**config.mk**
```make
export PLATFORM = sky130hd
export DESIGN_NAME = bandit_environment
export DESIGN_NICKNAME = d
export VERILOG_FILES = /design/src/rtl/bandit_environment.sv
export SDC_FILE = /design/constraint.sdc
export NUM_CORES = 2
export LEC_CHECK = 0
export ABC_AREA = 1
export CORE_MARGIN = 5
export CORE_UTILIZATION = 40
export DETAILED_ROUTE_END_ITERATION = 8
export SETUP_SLACK_MARGIN = 0.2
export SLEW_MARGIN = 40
export SYNTH_ARGS = -nofsm -noshare
export SYNTH_HDL_FRONTEND = slang
export SYNTH_SLANG_ARGS = --single-unit
```
**constraint.sdc**
```tcl
create_clock -name clock -period 2.5 [get_ports clock]
set_input_delay 0.375 -clock clock [delete_from_list [all_inputs] [get_ports clock]]
set_output_delay 0.375 -clock clock [all_outputs]
set_load 0.05 [all_outputs]
```
**src/rtl/bandit_environment.sv**
```systemverilog
// Simulated multi-armed bandit: takes an arm index, returns the arm's programmed
// mean plus LFSR noise as a saturated signed 16-bit reward over valid/ready.
module bandit_environment #(
  parameter bit          NOISE_ENABLE = 1'b1,
  parameter int          NOISE_SHIFT  = 4,
  parameter logic [15:0] SEED         = 16'hACE1
) (
  input  logic        clock,
  input  logic        reset,
  input  logic        action_valid,
  input  logic [7:0]  action_data,
  output logic        action_ready,
  output logic        reward_valid,
  output logic [15:0] reward_data,
  input  logic        reward_ready,
  input  logic        cfg_valid,
  input  logic [7:0]  cfg_addr,
  input  logic [15:0] cfg_data,
  output logic        cfg_ready,
  output logic [31:0] pulls
);

  typedef enum logic [1:0] {IDLE, LOOKUP, COMPUTE, RESPOND} state_t;

  // An all-zero Galois LFSR locks up, so a zero seed is promoted to 1.
  localparam logic [15:0] LFSR_INIT = (SEED == 16'h0000) ? 16'h0001 : SEED;

  state_t             state;
  logic [15:0]        lfsr;
  logic [15:0]        noise_src;
  logic [15:0]        mean_q;
  logic [7:0]         arm_idx;
  logic [15:0]        arm_mean [256] = '{default: 16'h0000};
  logic signed [15:0] noise;
  logic signed [16:0] sum;
  logic [15:0]        sat;
  logic [15:0]        lfsr_next;

  assign action_ready = (state == IDLE);
  assign cfg_ready    = (state == IDLE);

  assign lfsr_next = {1'b0, lfsr[15:1]} ^ (lfsr[0] ? 16'hB400 : 16'h0000);
  assign noise     = NOISE_ENABLE ? ($signed(noise_src) >>> NOISE_SHIFT) : 16'sh0000;
  assign sum       = $signed({mean_q[15], mean_q}) + $signed({noise[15], noise});

  always_comb begin
    sat = sum[15:0];
    if (sum[16:15] == 2'b01)      sat = 16'h7FFF;
    else if (sum[16:15] == 2'b10) sat = 16'h8000;
  end

  // Table is deliberately outside reset so programmed landscapes survive it.
  // A same-edge write to the accepted arm lands before the LOOKUP read.
  always_ff @(posedge clock) begin
    if (cfg_valid && cfg_ready) arm_mean[cfg_addr] <= cfg_data;
    if (state == LOOKUP)        mean_q <= arm_mean[arm_idx];
  end

  always_ff @(posedge clock) begin
    if (reset) begin
      state        <= IDLE;
      lfsr         <= LFSR_INIT;
      reward_valid <= 1'b0;
      reward_data  <= 16'h0000;
      pulls        <= 32'd0;
    end else begin
      case (state)
        IDLE: if (action_valid) begin
          arm_idx   <= action_data;
          noise_src <= lfsr;
          lfsr      <= lfsr_next;
          state     <= LOOKUP;
        end
        LOOKUP: state <= COMPUTE;
        COMPUTE: begin
          reward_data  <= sat;
          reward_valid <= 1'b1;
          state        <= RESPOND;
        end
        RESPOND: if (reward_ready) begin
          reward_valid <= 1'b0;
          pulls        <= pulls + 32'd1;
          state        <= IDLE;
        end
        default: state <= IDLE;
      endcase
    end
  end

endmodule

```
After elaboration in Yosys (flattened, before gate mapping)
Memory sizes are Yosys's and may differ from the RTL's. A register that Yosys moved wholly into a read port is not among the register bits. Index checks and enable logic that the tools add are counted.

Add/sub/neg operators: 2. Equality and inequality tests: 7. Mux-type cells: 10. Bitwise gates (word level): 2. Reduce and logical (&&, ||, !) cells: 8.

Operators with widths (count): 16-bit two-way mux (3); 32-bit by 1-bit adder with 32-bit output (second input constant) (1); 16-bit by 12-bit adder with 17-bit output (1); 15-bit by 16-bit bitwise XOR with 16-bit output (1); 2-bit one-hot mux with 4 select lines (1); 2-bit AND reduction (4); 2-bit equality test (second input constant) (3); 2-bit by 1-bit equality test with 1-bit output (second input constant) (2); 2-bit two-way mux (2); 2-bit inequality test (second input constant) (2); 1-bit two-way mux (3); 3-bit AND reduction (1); 2-bit logical NOT (1); 1-bit one-hot mux with 2 select lines (1); 2-bit nonzero test (1); 1-bit logical AND (1); 1-bit inverter (1).

Register bits: 91. Memory bits (writable): 4096. Input port bits: 37. Output and inout bits: 51. Word-level logic and storage cells: 37. Memories: 1.

Memory list: arm_mean (words 256, bits a word 16, read ports 1, clocked after Yosys merged registers in 1, wr ports 1, RTL line 33) `logic [15:0] arm_mean [256] = '{default: 16'h0000};`.

Logic depth before layout (Yosys ltp)
Depth after elaboration: 4. Depth in mapped cells: 16. Gate-level depth less buffers: 15.

Least setup slack after synthesis
OpenSTA, ideal clock, no wires.

Path kind: reg-to-reg. Start: register state[0]. End: memory arm_mean[200][0], enable pin. Library setup time: 0.388 ns. Data arrival time: 2.572 ns. Required time: 2.112 ns. Path slack: -0.460 ns. Stages on the path, launching flop included: 9. Buffers on the path: 2. Clock period less this slack: 2.960 ns. Path through: dfxtp_1 > inv_1 > ha_1 > nand2_1 > inv_1 > clkbuf_1 > nand3_1 > clkbuf_1 > nor2_1.

Cells in the longest elaborated chain, start to end: 4.

RTL lines: start: declaration (RTL line 28) `state_t state;`; start signal: assignment (RTL line 61) `state <= IDLE;`; start signal: assignment (RTL line 72) `state <= LOOKUP;`; start signal: assignment (RTL line 74) `LOOKUP: state <= COMPUTE;`; 2-bit logical NOT; named net action_ready (RTL line 12) `output logic action_ready,`; 1-bit logical AND (RTL line 55) `if (cfg_valid && cfg_ready) arm_mean[cfg_addr] <= cfg_data;`; 1-bit two-way mux (RTL line 55); 1-bit two-way mux (implied by the code) (RTL line 55); end: declaration (RTL line 33).

The timed path passes the listed nets, and every way through them passes these cells.

==> impl_metrics.yaml <==
sta:
  fin_skew_ps: 58.0
  rsz0062_at_grt: "true"
  whs_ps: 189
  finalMaxSlewViolations: 0
  fin_crit_ps: 2840
  setup_viol: 16
  setup-tns-final_ps: -4290
  finalHoldViolCount: 0
  timing.final.ws_setup_ps: -339
  tightestPinTransition_ps: 804
  period_share: 1.14
  max_freq_mhz: 352
  relSlewSlack: 0.464
global_route:
  overflow: 0
  grtUsageTotal: 0.235
  grt_pass1_wl_um: 773000
  antenna_found_initial: 21
  grt_pass1_vias: 110000
  grt_max_degree: 101
cts:
  worst_skew_pair.late_latency_ps: 1000
  cts-root-buf: "clkbuf_16"
  cts_buffer_depth: 4
  clk_pin_slew_ps: 60
  cts_tree: "built"
  cts.htree.levels: 5
  clock_sinks: 4199
  cts_buffers: 430
floorplan:
  die_y_um: 663
  io_pins: 88
  start_util: 0.402
  die_w_um: 663
  core_area_um2: 424000
  fp.dieArea_um2: 439000
  rows: 239
synth:
  synthesis.instances: 14200
  synth_cell_types: 42
  ys_warn_count: 0
  synth-edff-count: 4132
  synth_fp_nets: 14300
  synth_top_area_share: 0.728
  synth_ff_type: "edfxtp_1"
  synthTopCellsByCount: "4342 x nand2_1, 4132 x edfxtp_1, 4063 x nand3_1, 484 x buf_2, 344 x nor2_1"
  synthesis.area_um2: 170000
  async_flop_share: 0
  synth-seq-cells: 4199
  synth.area.top_cells: "edfxtp_1 73%, nand3_1 12%, nand2_1 9.6%"
  syn_area_per_cell_um2: 12.0
  synth_top_cell_by_area: "edfxtp_1"
  ys_seq_area_frac: 0.736
  yosysMostFrequentCell: "nand2_1"
setup_path:
  cp.required_ps: 3220
  critPathKind: "reg2reg"
  r2r_cells: 15
  worstPathArrival_ps: 3560
  critPathCaptureType: "flop"
  cp_max_fo: 19
  start_kind: "flop"
pwr:
  ir_drop_uv: 744
  power.density_nw_per_um2: 798
  p_leak_nw: 74.0
hold_path:
  holdCritPathClass: "in2reg"
  holdPathStages: 3
drt:
  drt_first_iter_violations: 14600
  vias: 117000
  drcViolationCount: 0
  antenna_left: 0
  viasPerCell: 5.53
  routedWlPerCell_um: 25.3
  firstDrtPassIters: 7
  totalWireLength_um: 537000
status:
  violations: "setup timing"
  status: "finished with violations"
cells_and_area:
  utilization: 0.491
  drive_gt1_frac: 0.169
  finish.net_count: 15200
  layout-area-overhead-vs-synth_pct: 22.2
placed_design:
  gp_congestion: 0.882
  port_buffers: 87
  hpwl_um: 332000
run:
  cap_violations: 0
worst max-delay path, stage by stage, from the launching register on:
cell and delay, ps:
edfxtp_1 440, buf_12 200, buf_16 180, buf_16 170, buf_4 150, buf_16 160
nand2_1 60, nand3_1 80, nand3_1 160, nand3_1 170, nand3_2 160, nand3_4 140
nand3_4 160, nand2_1 100, nand2_2 110, nand2_1 80
repair_timing:
item                       4_1_cts  5_1_grt
pin swaps                       39       71
setup endpoints to repair      678      790
hold endpoints to repair       566        0
hold buffers                    20        0
gates resized for setup        510      308
buffers inserted                29       23
cloned                          20        6
registers in the layout, summed over array words and instances (netlist names):
signal	count
reward_valid	1
arm_idx	8
state	2
lfsr	16
mean_q	16
pulls	32
noise_src	12
arm_mean	4096
reward_data	16
stage by stage:
| stage | cells | instance area [um2] | setup slack [ps] | total power, mW |
|---|---|---|---|---|
| 3_3_place_gp | 20300 | 190000 | -837 | 101 |
| 6_report | 21200 | 208000 | -339 | 166 |
| 4_1_cts | 21100 | 206000 | -327 | 166 |
| 3_5_place_dp | 20300 | 190000 | -813 | 101 |
| 5_1_grt | 21200 | 208000 | -363 | 172 |
| 2_1_floorplan | 14200 | 171000 | -37.0 | 90.5 |
cell usage in the layout (no fill, tap or decap), types with 15 or more instances in the layout:
master / n
edfxtp_1: 4132
nand3_1: 3741
nor2_1: 206
clkbuf_16: 440
a21oi_2: 18
o21ai_0: 35
buf_8: 24
buf_16: 39
clkdlybuf4s15_2: 26
nand2_1: 4261
dlygate4sd2_1: 16
nand3_4: 46
inv_1: 98
clkbuf_1: 75
dfxtp_1: 65
nand2_2: 54
dlygate4sd3_1: 20
clkdlybuf4s50_1: 20
clkinvlp_4: 15
nor2_4: 73
nand2_4: 29
buf_4: 767
nand3_2: 276
nor2_2: 71
buf_6: 57
clkinv_1: 115
buf_12: 487
bufinv_16: 44
a21oi_1: 32
nor3_1: 15
clkinv_2: 77
power breakdown:
group          internal (mW)  total [mW]  switching [mW]
Clock                   36.3        63.6            27.3
Sequential              77.8        78.3           0.498
Combinational           8.27        24.4            16.2
worst paths after layout:
kind                 from           end  slack (ps)
min reg2reg       lfsr[9]  noise_src[9]         450
max            arm_idx[0]     mean_q[2]        -340
max reg2reg    arm_idx[0]     mean_q[2]        -340
min          action_valid      state[1]         190
cell type report:
type,instances,area (um2)
multi-input cells,8934,42500
flip-flops and latches,4199,125000
clock buffers,509,11100
inverters,114,497
clock inverters,277,2650
repair buffers,1479,19000
diodes,11,27.5
repair inverters,2,27.5
fillers,36400,216000
well taps,5663,7090
layer usage:
metal | global-route usage | part of all wire
met4 | 0.0903 | 0.041
met3 | 0.0400 | 0.091
met1 | 0.332 | 0.41
met2 | 0.366 | 0.46
met5 | 0 | 0.000050
logic make-up (layout without fill, tap and decap cells):
family	count (synthesis)	in the layout	share of synthesized area
adders and majority gates	22	22	0.00166
AOI/OAI and AO/OA	100	100	0.00310
and+or+nand+nor	8794	8794	0.224
buffers and inverters	1063	2381	0.0344
other	0	11	0
xor gates and xnor gates	18	18	0.000925
DFF	4199	4199	0.736
Power figures use the tool's default switching activity.
